## config.mk

```make
export PLATFORM = sky130hd
export DESIGN_NAME = pulse_wave_flat
export DESIGN_NICKNAME = d
export VERILOG_FILES = /design/src/rtl/pulse_wave_pkg.sv /design/src/rtl/pulse_wave_if.sv /design/src/rtl/pulse_wave_slew.sv /design/src/rtl/pulse_wave.sv /design/src/flat_wrapper.sv
export SDC_FILE = /design/constraint.sdc
export NUM_CORES = 1
export LEC_CHECK = 0
export ABC_CLOCK_PERIOD_IN_PS = 5190
export BUFFER_PORTS_ARGS = -buffer_cell sky130_fd_sc_hd__buf_2
export CAP_MARGIN = 5
export CORE_UTILIZATION = 30
export CTS_BUF_LIST = sky130_fd_sc_hd__clkbuf_8
export DETAILED_ROUTE_END_ITERATION = 7
export PLACE_DENSITY = 0.55
export SYNTH_ARGS = -nofsm -noshare
export SYNTH_HDL_FRONTEND = slang
export SYNTH_HIERARCHICAL = 1
export SYNTH_SLANG_ARGS = --single-unit
```

## constraint.sdc

```tcl
create_clock -name i_clk -period 5.19 [get_ports i_clk]
set_input_delay 0.2595 -clock i_clk [delete_from_list [all_inputs] [get_ports i_clk]]
set_output_delay 0.2595 -clock i_clk [all_outputs]
set_load 0.01 [all_outputs]
```

## src/rtl/pulse_wave_pkg.sv

```systemverilog
// pulse_wave shared types: level enum, reset-default helpers and the
// saturating step used by the optional slew limiter.
package pulse_wave_pkg;

    typedef enum logic {
        LVL_LOW  = 1'b0,
        LVL_HIGH = 1'b1
    } level_e;

    // Reset duty: half scale of a w-bit phase ramp.
    function automatic logic [31:0] dflt_duty(input int w);
        return 32'd1 << (w - 1);
    endfunction

    // Reset amplitude: full (w-1)-bit magnitude of a w-bit signed sample.
    function automatic logic [31:0] dflt_amp(input int w);
        return (32'd1 << (w - 1)) - 32'd1;
    endfunction

    // Move cur toward tgt by at most step, landing exactly on tgt.
    function automatic logic signed [31:0] sat_step(
        input logic signed [31:0] cur,
        input logic signed [31:0] tgt,
        input logic signed [31:0] step
    );
        logic signed [31:0] diff;
        diff = tgt - cur;
        if (diff > step) begin
            return cur + step;
        end else if (diff < -step) begin
            return cur - step;
        end else begin
            return tgt;
        end
    endfunction

endpackage

```

## src/rtl/pulse_wave_if.sv

```systemverilog
// pulse_wave sample/config bundle; slave is the generator, master the
// phase source and control side.
interface pulse_wave_if #(
    parameter int PHASE_W = 16,
    parameter int DATA_W  = 16
);
    logic               i_valid;
    logic [PHASE_W-1:0] i_addr;
    logic               i_cfg_we;
    logic [PHASE_W-1:0] i_duty;
    logic [DATA_W-2:0]  i_amp;
    logic               o_valid;
    logic [DATA_W-1:0]  o_data;
    logic               o_wrap;
    logic               o_edge;
    logic               o_cfg_pending;

    modport slave (
        input  i_valid, i_addr, i_cfg_we, i_duty, i_amp,
        output o_valid, o_data, o_wrap, o_edge, o_cfg_pending
    );

    modport master (
        output i_valid, i_addr, i_cfg_we, i_duty, i_amp,
        input  o_valid, o_data, o_wrap, o_edge, o_cfg_pending
    );
endinterface

```

## src/rtl/pulse_wave_slew.sv

```systemverilog
// Target-tracking slew limiter: one bounded step toward the target per
// valid sample, starting from zero after reset.
module pulse_wave_slew
    import pulse_wave_pkg::*;
#(
    parameter int DATA_W    = 16,
    parameter int SLEW_STEP = 1024
) (
    input  logic              i_clk,
    input  logic              i_rst_n,
    input  logic              i_valid,
    input  logic [DATA_W-1:0] i_target,
    output logic [DATA_W-1:0] o_data
);

    logic [DATA_W-1:0] cur_q;
    logic [DATA_W-1:0] cur_d;

    always_comb begin
        cur_d = cur_q;
        if (i_valid) begin
            cur_d = DATA_W'(sat_step(32'(signed'(cur_q)),
                                     32'(signed'(i_target)),
                                     32'(SLEW_STEP)));
        end
    end

    always_ff @(posedge i_clk) begin
        if (!i_rst_n) begin
            cur_q <= '0;
        end else begin
            cur_q <= cur_d;
        end
    end

    assign o_data = cur_q;

endmodule

```

## src/rtl/pulse_wave.sv

```systemverilog
// Pulse/square oscillator with double-buffered duty/amplitude applied at
// phase wrap. Optional output slew limiting under PULSE_WAVE_SLEW_EN.
module pulse_wave
    import pulse_wave_pkg::*;
#(
    parameter int PHASE_W   = 16,
    parameter int DATA_W    = 16,
    parameter int SLEW_STEP = 1024
) (
    input  logic        i_clk,
    input  logic        i_rst_n,
    pulse_wave_if.slave bus
);

    localparam logic [31:0]        DUTY_RST32 = dflt_duty(PHASE_W);
    localparam logic [31:0]        AMP_RST32  = dflt_amp(DATA_W);
    localparam logic [PHASE_W-1:0] DUTY_RST   = DUTY_RST32[PHASE_W-1:0];
    localparam logic [DATA_W-2:0]  AMP_RST    = AMP_RST32[DATA_W-2:0];

    logic [PHASE_W-1:0] duty_q, duty_d;
    logic [DATA_W-2:0]  amp_q, amp_d;
    logic [PHASE_W-1:0] pduty_q, pduty_d;
    logic [DATA_W-2:0]  pamp_q, pamp_d;
    logic               pend_q, pend_d;
    logic [PHASE_W-1:0] prev_q, prev_d;
    logic               started_q, started_d;
    level_e             lvl_q, lvl_d;
    logic               valid_q, valid_d;
    logic               wrap_q, wrap_d;
    logic               edge_q, edge_d;

    logic               wrap_c;
    logic               apply_c;
    logic [PHASE_W-1:0] duty_use;
    logic [DATA_W-2:0]  amp_use;
    level_e             lvl_c;
    logic [DATA_W-1:0]  mag;
    logic [DATA_W-1:0]  target;

    // Pending config lands on the very wrap sample that consumes it.
    always_comb begin
        wrap_c   = !started_q || (bus.i_addr < prev_q);
        apply_c  = bus.i_valid && wrap_c && pend_q;
        duty_use = apply_c ? pduty_q : duty_q;
        amp_use  = apply_c ? pamp_q : amp_q;
        lvl_c    = (bus.i_addr < duty_use) ? LVL_LOW : LVL_HIGH;
        mag      = {1'b0, amp_use};
        target   = (lvl_c == LVL_LOW) ? -mag : mag;
    end

    always_comb begin
        duty_d    = duty_q;
        amp_d     = amp_q;
        pduty_d   = pduty_q;
        pamp_d    = pamp_q;
        pend_d    = pend_q;
        prev_d    = prev_q;
        started_d = started_q;
        lvl_d     = lvl_q;
        valid_d   = bus.i_valid;
        wrap_d    = wrap_q;
        edge_d    = edge_q;
        if (bus.i_valid) begin
            prev_d    = bus.i_addr;
            started_d = 1'b1;
            lvl_d     = lvl_c;
            wrap_d    = wrap_c;
            edge_d    = started_q && (lvl_c != lvl_q);
        end
        if (apply_c) begin
            duty_d = pduty_q;
            amp_d  = pamp_q;
            pend_d = 1'b0;
        end
        // A write racing the wrap stays queued for the next one.
        if (bus.i_cfg_we) begin
            pduty_d = bus.i_duty;
            pamp_d  = bus.i_amp;
            pend_d  = 1'b1;
        end
    end

    always_ff @(posedge i_clk) begin
        if (!i_rst_n) begin
            duty_q    <= DUTY_RST;
            amp_q     <= AMP_RST;
            pduty_q   <= DUTY_RST;
            pamp_q    <= AMP_RST;
            pend_q    <= 1'b0;
            prev_q    <= '0;
            started_q <= 1'b0;
            lvl_q     <= LVL_LOW;
            valid_q   <= 1'b0;
            wrap_q    <= 1'b0;
            edge_q    <= 1'b0;
        end else begin
            duty_q    <= duty_d;
            amp_q     <= amp_d;
            pduty_q   <= pduty_d;
            pamp_q    <= pamp_d;
            pend_q    <= pend_d;
            prev_q    <= prev_d;
            started_q <= started_d;
            lvl_q     <= lvl_d;
            valid_q   <= valid_d;
            wrap_q    <= wrap_d;
            edge_q    <= edge_d;
        end
    end

`ifdef PULSE_WAVE_SLEW_EN
    pulse_wave_slew #(
        .DATA_W    (DATA_W),
        .SLEW_STEP (SLEW_STEP)
    ) u_slew (
        .i_clk    (i_clk),
        .i_rst_n  (i_rst_n),
        .i_valid  (bus.i_valid),
        .i_target (target),
        .o_data   (bus.o_data)
    );
`else
    logic [DATA_W-1:0] data_q, data_d;
    logic              unused_slew;

    assign unused_slew = |SLEW_STEP;

    always_comb begin
        data_d = data_q;
        if (bus.i_valid) begin
            data_d = target;
        end
    end

    always_ff @(posedge i_clk) begin
        if (!i_rst_n) begin
            data_q <= '0;
        end else begin
            data_q <= data_d;
        end
    end

    assign bus.o_data = data_q;
`endif

    assign bus.o_valid       = valid_q;
    assign bus.o_wrap        = wrap_q;
    assign bus.o_edge        = edge_q;
    assign bus.o_cfg_pending = pend_q;

endmodule

```

## src/flat_wrapper.sv

```systemverilog
// flat-port wrapper written by rule: the top's interface ports become plain ports
module pulse_wave_flat import pulse_wave_pkg::*;
#(
    parameter int PHASE_W   = 16,
    parameter int DATA_W    = 16,
    parameter int SLEW_STEP = 1024
)
  (i_clk, i_rst_n, bus_i_valid, bus_i_addr, bus_i_cfg_we, bus_i_duty, bus_i_amp, bus_o_valid, bus_o_data, bus_o_wrap, bus_o_edge, bus_o_cfg_pending);
  pulse_wave_if #(.PHASE_W(PHASE_W), .DATA_W(DATA_W)) bus_i ();
  input  logic i_clk;
  input  logic i_rst_n;
  input wire logic [$bits(bus_i.i_valid)-1:0] bus_i_valid;
  input wire logic [$bits(bus_i.i_addr)-1:0] bus_i_addr;
  input wire logic [$bits(bus_i.i_cfg_we)-1:0] bus_i_cfg_we;
  input wire logic [$bits(bus_i.i_duty)-1:0] bus_i_duty;
  input wire logic [$bits(bus_i.i_amp)-1:0] bus_i_amp;
  output wire logic [$bits(bus_i.o_valid)-1:0] bus_o_valid;
  output wire logic [$bits(bus_i.o_data)-1:0] bus_o_data;
  output wire logic [$bits(bus_i.o_wrap)-1:0] bus_o_wrap;
  output wire logic [$bits(bus_i.o_edge)-1:0] bus_o_edge;
  output wire logic [$bits(bus_i.o_cfg_pending)-1:0] bus_o_cfg_pending;
  assign bus_i.i_valid = bus_i_valid;
  assign bus_i.i_addr = bus_i_addr;
  assign bus_i.i_cfg_we = bus_i_cfg_we;
  assign bus_i.i_duty = bus_i_duty;
  assign bus_i.i_amp = bus_i_amp;
  assign bus_o_valid = bus_i.o_valid;
  assign bus_o_data = bus_i.o_data;
  assign bus_o_wrap = bus_i.o_wrap;
  assign bus_o_edge = bus_i.o_edge;
  assign bus_o_cfg_pending = bus_i.o_cfg_pending;
  pulse_wave #(.PHASE_W(PHASE_W), .DATA_W(DATA_W), .SLEW_STEP(SLEW_STEP)) u_core (.i_clk(i_clk), .i_rst_n(i_rst_n), .bus(bus_i));
endmodule
```

After elaboration in Yosys (flattened, before gate mapping)
Cells that the tools add are included.

Register bits: 100. Bits of input ports: 51. Word-level logic and storage cells: 28.

$add $sub $neg: 1. Order comparisons: 2. Equal/unequal tests: 1. Muxes and demuxes: 6. Reductions and logical operators: 6.

Operators by type and width (number): less-than comparator 16 bit (2); two-way mux 16 bit (2); negation 15 -> 16 bit (1); two-way mux 15 bit (1); logical AND 1 bit (3); two-way mux 1 bit (3); nonzero test 2 bit (1); zero test 1 bit (1); logical OR 1 bit (1); != test 1 bit (1).

Depth between registers and ports, before layout
Gate-level depths: netlist of the first run.

Word-level depth: 9. Mapped depth: 21.

Least setup slack after synthesis of the first run
OpenSTA, ideal clock, no wires.

Path type: register -> register. Start point: register u_core.prev_q[15]. End point: register u_core.data_q[7] (netlist: u_core/bus.o_data[7]). Setup time: 0.117 ns. Arrival: 4.574 ns. Required time: 5.073 ns. Slack: 0.499 ns. Stages on the path, launching flop included: 21. Buffers on the path: 4. Path through: dfxtp_1 -> inv_1 -> ha_1 -> nand4_1 -> or3_1 -> or4_4 -> a41oi_4 -> buf_6 -> buf_12 -> buf_6 -> buf_4 -> mux2i_1 -> ha_1 -> a211oi_1 -> o21ai_0 -> a211oi_1 -> o211ai_1 -> and2b_1 -> a21boi_0 -> a32oi_1 -> a32o_1.

Word-level cells in the longest chain between the ends: 7.

RTL lines: from (decl) (line pulse_wave.sv:25) `logic [PHASE_W-1:0] prev_q, prev_d;`; from (signal assigned) (line pulse_wave.sv:102) `prev_q <= prev_d;`; less-than comparator 16 bit (*) (line pulse_wave.sv:42) `wrap_c = !started_q || (bus.i_addr < prev_q);`; logical OR 1 bit (*) (line pulse_wave.sv:42); logical AND 1 bit (*) (2 in series) (line pulse_wave.sv:43) `apply_c = bus.i_valid && wrap_c && pend_q;`; two-way mux 15 bit or two-way mux 16 bit (tied branches) (line pulse_wave.sv:45, pulse_wave.sv:44); negation 15 -> 16 bit or less-than comparator 16 bit (tied branches) (line pulse_wave.sv:48, pulse_wave.sv:46); two-way mux 16 bit (*) (line pulse_wave.sv:48) `target = (lvl_c == LVL_LOW) ? -mag : mag;`; to (signal assigned) (line pulse_wave.sv:139) `data_q <= data_d;`; to (decl) (line pulse_wave.sv:123) `logic [DATA_W-1:0] data_q, data_d;`.

Mark *: on every way between the ends. The rest lies on a longest branch, timed or not. A chain may end at the register's enable or synchronous reset.

Final worst setup path of the first run
Start point: register u_core.prev_q[15]. End point: register u_core.data_q[14] (netlist: u_core/bus.o_data[14]).

The elaborated chain is that of the path after synthesis.

==> impl_metrics.py, run 1 <==
metrics = {
    "timing": {
        "drv_slew": 0,
        "min_period_ns": 4.69,
        "relSlewSlack": 0.254,
        "setup_viol": 0,
        "hold_viol": 0,
        "post-route-period-util": 0.904,
        "rsz0062_at_grt": "false",
        "postLayoutSetupSlackWorst_ns": 0.500,
        "worst_pin_slew_ns": 1.11,
        "max_clock_freq_mhz": 213,
        "setup_tns_ns": 0,
        "fin_skew_ns": 0.0113,
    },
    "synthesis": {
        "ys_warn_count": 6,
        "synth.ff_latch_count": 100,
        "synthMostInstantiatedCell": "dfxtp_1",
        "yosys.area.top_type": "dfxtp_1",
        "synth-async-reset-ratio": 0,
        "synth.top_cells.by_count": "dfxtp_1, mux2i_1, nor2_1, nand2_1, ha_1",
        "ys_seq_area_frac": 0.406,
        "netlist_area_um2": 4930,
        "synth_nets": 614,
        "synth.avg_cell_area_um2": 9.27,
        "synth-edff-count": 0,
        "synth_top_area_frac": 0.406,
        "synthFlopType": "dfxtp_1",
        "synth_area_leaders": "dfxtp_1, mux2i_1, ha_1",
        "syn-instance-count": 532,
        "synthDistinctLibCells": 54,
    },
    "clock_tree": {
        "post-cts-setup-buffers": 0,
        "numCtsBuffers": 9,
        "clkTransAtPathRegs_ns": 0.09,
        "clk_path_buf_depth": 2,
        "ctsResizeCount": 0,
        "hold_buffers": 0,
        "cts_sinks": 100,
        "cts-root-buf": "clkbuf_8",
        "cts_tree": "yes",
        "htree_levels": 3,
        "clk_latency_ns": 0.38,
    },
    "drt": {
        "viasPerCell": 4.91,
        "dr.first_iter.drc_count": 230,
        "first_pass_iters": 4,
        "drc": 0,
        "wire_per_inst_um": 15.2,
        "vias": 4013,
        "wirelength_mm": 12.4,
        "detail-route-antenna-nets": 0,
    },
    "place": {
        "routabilityCongestion": 0.847,
        "io_buffers": 70,
        "post-place-ws_ns": 0.529,
        "dp.cells": 801,
        "post-dp-hpwl_mm": 9.20,
    },
    "setup_path": {
        "crit_type": "flip-flop to flip-flop",
        "worstPathArrival_ns": 5.01,
        "critPathMaxFanout": 9,
        "end_kind": "flip-flop",
        "startpoint_type": "flip-flop",
        "required_ns": 5.51,
    },
    "run": {
        "maxCapViolations": 0,
    },
    "power": {
        "combPwrFrac": 0.157,
        "cellPowerDensity_nw_per_um2": 294,
        "total_power_mw": 1.68,
        "pwr-share-clk": 0.343,
        "p_sw_mw": 0.445,
        "intPower_mw": 1.24,
        "swShare": 0.265,
        "power.leakage_nw": 2.59,
        "power_frac_seq": 0.499,
        "vdd_drop_max_uv": 153,
    },
    "grt": {
        "gr-total-overflow": 0,
        "grt_max_degree": 54,
        "grt_use_total": 0.153,
        "grt_pass1_wl_mm": 19.9,
        "antenna_found_initial": 0,
        "grt_pass1_vias": 3960,
    },
    "die": {
        "die_area_um2": 17000,
        "die_y_um": 130,
        "die_x_um": 130,
        "core_um2": 15900,
        "num_rows": 46,
        "pin_count": 71,
        "start_util": 0.309,
    },
    "final_layout": {
        "n_antenna_cell": 0,
        "drive_above_1_share": 0.176,
        "nNetsFinal": 678,
        "final_util": 0.359,
        "instances_no_fill": 817,
        "area_growth_pct": 15.9,
    },
    "worst_hold_path": {
        "worstHoldPathType": "input pin to flip-flop",
    },
    "run_status": {
        "outcome": "complete, no violations",
    },
}
-- power by group through the flow --
| stage | clock network [mW] | logic [mW] | registers, mW |
|---|---|---|---|
| final | 0.577 | 0.264 | 0.839 |
| after CTS | 0.598 | 0.265 | 0.840 |
| after global routing | 0.628 | 0.295 | 0.845 |
| after floorplan | 0 | 0.176 | 0.854 |
| after detailed placement | 0 | 0.264 | 0.858 |
| after global placement | 0 | 0.258 | 0.857 |
-- final timing paths --
kind	start	to	slack, ns	depth (start not counted)
hold reg to reg	u_core/bus.o_data[10]	u_core/bus.o_data[10]	0.47	2
hold / removal	bus_i_amp[5]	u_core/pamp_q[5]	0.09	3
setup / recovery	u_core/prev_q[15]	u_core/bus.o_data[14]	0.50	16
setup reg to reg	u_core/prev_q[15]	u_core/bus.o_data[14]	0.50	16
-- metal layers --
metal  global-route usage  vias to the layer above  wire length, um
met5                    0                        -                0
met4               0.0554                        0              219
met3               0.0418                       15              585
met2                0.248                       90             5600
met1                0.195                     1881             6010
li1                     -                     2027                -
-- critical path, stage by stage, from the launching register on --
cell and delay [ns]:
dfxtp_1 0.35, inv_1 0.05, ha_1 0.30, nand4_1 0.16, or3_1 0.40, or4_4 0.44, a41oi_4 0.36, buf_4 0.25
mux2i_1 0.38, ha_1 0.33, nand3b_1 0.18, or3_1 0.38, or3_1 0.33, mux2i_1 0.19, nand3b_1 0.13, a211o_1 0.33
nand3_1 0.06
-- through the flow --
step | instance area (um^2) | hold slack (ns)
2_1_floorplan | 4930 | 0.388
3_3_place_gp | 5480 | 0.455
3_5_place_dp | 5480 | 0.459
4_1_cts | 5720 | 0.0695
5_1_grt | 5720 | 0.0788
6_report | 5720 | 0.0913
-- cell usage in the layout, fill, tap and decap left out, types with 5 or more instances in the layout --
cell type and count:
a211oi_1 11, a21oi_1 14, a32o_1 6, buf_2 70
buf_4 9, clkbuf_8 12, dfxtp_1 100, ha_1 31
inv_1 22, mux2i_1 81, nand2_1 55, nand2b_1 5
nand3_1 10, nand4_1 9, nor2_1 72, nor3_1 8
o211ai_1 6, o21ai_0 9, or3_1 7
-- state kept, by name (all words and copies together) (netlist names), 15 cells and up --
name,count
u_core/prev_q,16
u_core/pduty_q,16
u_core/pamp_q,15
u_core/duty_q,16
u_core/bus.o_data,16
u_core/amp_q,15
-- cells by family after synthesis --
kind of cell / share of synthesized area
AOI/OAI and AO/OA: 0.126
xor gates and xnor gates: 0.00533
adders and majority gates: 0.0786
buffers and inverters: 0.0457
DFF: 0.406
muxes: 0.174
and+or+nand+nor: 0.165
-- layout make-up --
class	instances	area, um^2
well taps	216	270
flip-flops and latches	100	2000
clock inverters	4	70.1
fillers	1699	10200
multi-input cells	383	2710
clock buffers	12	165
inverters	23	86.3
repair buffers	79	418
No activity file was read; power rests on OpenSTA's default activity.
==> inputs of run 2 (changes only) <==
--- a/config.mk
+++ b/config.mk
@@ -12,6 +12,7 @@
 export CTS_BUF_LIST = sky130_fd_sc_hd__clkbuf_8
 export DETAILED_ROUTE_END_ITERATION = 7
 export PLACE_DENSITY = 0.55
+export REMOVE_ABC_BUFFERS = 1
 export SYNTH_ARGS = -nofsm -noshare
 export SYNTH_HDL_FRONTEND = slang
 export SYNTH_HIERARCHICAL = 1
==> run 2 against run 1 <==
Worst hold slack gained 0.015 ns. First-iteration DRC count is 38% higher. Routed wire length is 3.7% lower.
==> impl_metrics.py, run 2 (synthesis results as in run 1) <==
metrics = {
    "drt": {
        "wire_per_inst_um": 14.6,
        "detail-route-antenna-nets": 0,
        "first_pass_iters": 5,
        "wirelength_mm": 12.0,
        "vias": 4021,
        "viasPerCell": 4.93,
        "drc": 0,
        "dr.first_iter.drc_count": 317,
    },
    "timing": {
        "rsz0062_at_grt": "false",
        "worst_pin_slew_ns": 1.12,
        "min_period_ns": 4.77,
        "post-route-period-util": 0.919,
        "fin_skew_ns": 0.00909,
        "hold_viol": 0,
        "setup_viol": 0,
        "relSlewSlack": 0.250,
        "drv_slew": 0,
        "setup_tns_ns": 0,
        "max_clock_freq_mhz": 210,
    },
    "setup_path": {
        "required_ns": 5.45,
        "worstPathArrival_ns": 5.03,
        "startpoint_type": "flip-flop",
        "crit_type": "flip-flop to flip-flop",
        "end_kind": "flip-flop",
        "critPathLaunch": "u_core/prev_q[15]",
        "critPathMaxFanout": 14,
        "rr_startpoint": "u_core/prev_q[15]",
    },
    "final_layout": {
        "final_cell_mix": "dfxtp_1, mux2i_1, nor2_1",
        "final_common_cell": "dfxtp_1",
        "final_util": 0.359,
        "drive_above_1_share": 0.173,
        "n_antenna_cell": 0,
        "n_fill_cell": 1644,
        "regArea_um2": 2000,
        "nNetsFinal": 677,
        "multi_input_area_um2": 2710,
        "area_growth_pct": 16.1,
    },
    "die": {
        "die_area_um2": 17000,
        "num_rows": 46,
        "die_y_um": 130,
        "core_um2": 15900,
        "pin_count": 71,
        "start_util": 0.309,
        "die_x_um": 130,
    },
    "power": {
        "cellPowerDensity_nw_per_um2": 298,
        "total_power_mw": 1.70,
        "vdd_drop_max_uv": 129,
        "power.leakage_nw": 2.60,
    },
    "worst_hold_path": {
        "hold_start": "bus_i_amp[0]",
        "worstHoldPathType": "input pin to flip-flop",
    },
    "clock_tree": {
        "post-cts-setup-buffers": 0,
        "cts_tree": "yes",
        "cts-root-buf": "clkbuf_8",
        "hold_buffers": 0,
        "clkTransAtPathRegs_ns": 0.09,
        "htree_levels": 3,
        "numCtsBuffers": 9,
        "ctsResizeCount": 0,
        "clk_latency_ns": 0.37,
        "cts_sinks": 100,
        "clk_path_buf_depth": 2,
    },
    "grt": {
        "grt_pass1_wl_mm": 19.7,
        "grt_max_degree": 54,
        "antenna_found_initial": 0,
        "grt_pass1_vias": 3965,
        "gr-total-overflow": 0,
        "grt_use_total": 0.149,
    },
    "run": {
        "maxCapViolations": 0,
    },
    "place": {
        "io_buffers": 70,
        "routabilityCongestion": 0.890,
        "post-dp-hpwl_mm": 8.83,
    },
    "run_status": {
        "outcome": "complete, no violations",
    },
}
## run 2: per-stage QoR
step / worst slack (ns) / cells / instance area, um^2 / hold slack, ns
5_1_grt: 0.0639 / 816 / 5720 / 0.0909
3_5_place_dp: 0.375 / 800 / 5470 / 0.458
3_3_place_gp: 0.517 / 800 / 5470 / 0.434
6_report: 0.420 / 816 / 5720 / 0.106
4_1_cts: 0.380 / 816 / 5720 / 0.0848
2_1_floorplan: -0.313 / 506 / 4790 / 0.321
## run 2: final timing paths
path                           end  slack, ns  depth (start not counted)
min reg2reg  u_core/bus.o_data[10]       0.46                          2
max reg2reg   u_core/bus.o_data[7]       0.42                         18
min               u_core/pamp_q[0]       0.11                          3
max           u_core/bus.o_data[7]       0.42                         18
## run 2: layer usage
layer  vias to the layer above  global-route usage  wire length, um
li1                       2027                   -                -
met1                      1854               0.194             5570
met2                       125               0.244             5450
met3                        15              0.0385              781
met4                         0              0.0424              149
met5                         -                   0                0
## run 2: critical path, stage by stage, from the launching register on
cell and delay [ns]:
dfxtp_1 0.35, inv_1 0.05, ha_1 0.31, nand4_1 0.15, or3_1 0.40, or4_4 0.44, a41oi_4 0.46, buf_4 0.33
mux2i_1 0.28, ha_1 0.28, o21ai_0 0.13, o21ai_0 0.10, a211oi_1 0.21, o211ai_1 0.14, and2b_1 0.27, a21boi_0 0.23
buf_4 0.18, a32oi_1 0.10, a32o_1 0.27
## run 2: layout make-up
| cell class | count | area share |
|---|---|---|
| sequential | 100 | 0.350 |
| tap | 216 | 0.0472 |
| timing repair buffer | 78 | 0.0717 |
| clock buffer | 11 | 0.0264 |
| clock inverter | 5 | 0.0173 |
| multi-input combinational | 383 | 0.473 |
| inverter | 23 | 0.0151 |
## run 2: power breakdown
group / switching (mW) / total, mW / leakage, nW / internal, mW
registers: 0.0302 / 0.840 / 0.821 / 0.809
clock network: 0.260 / 0.604 / 0.131 / 0.344
logic: 0.146 / 0.261 / 1.65 / 0.115
total: 0.436 / 1.70 / 2.60 / 1.27
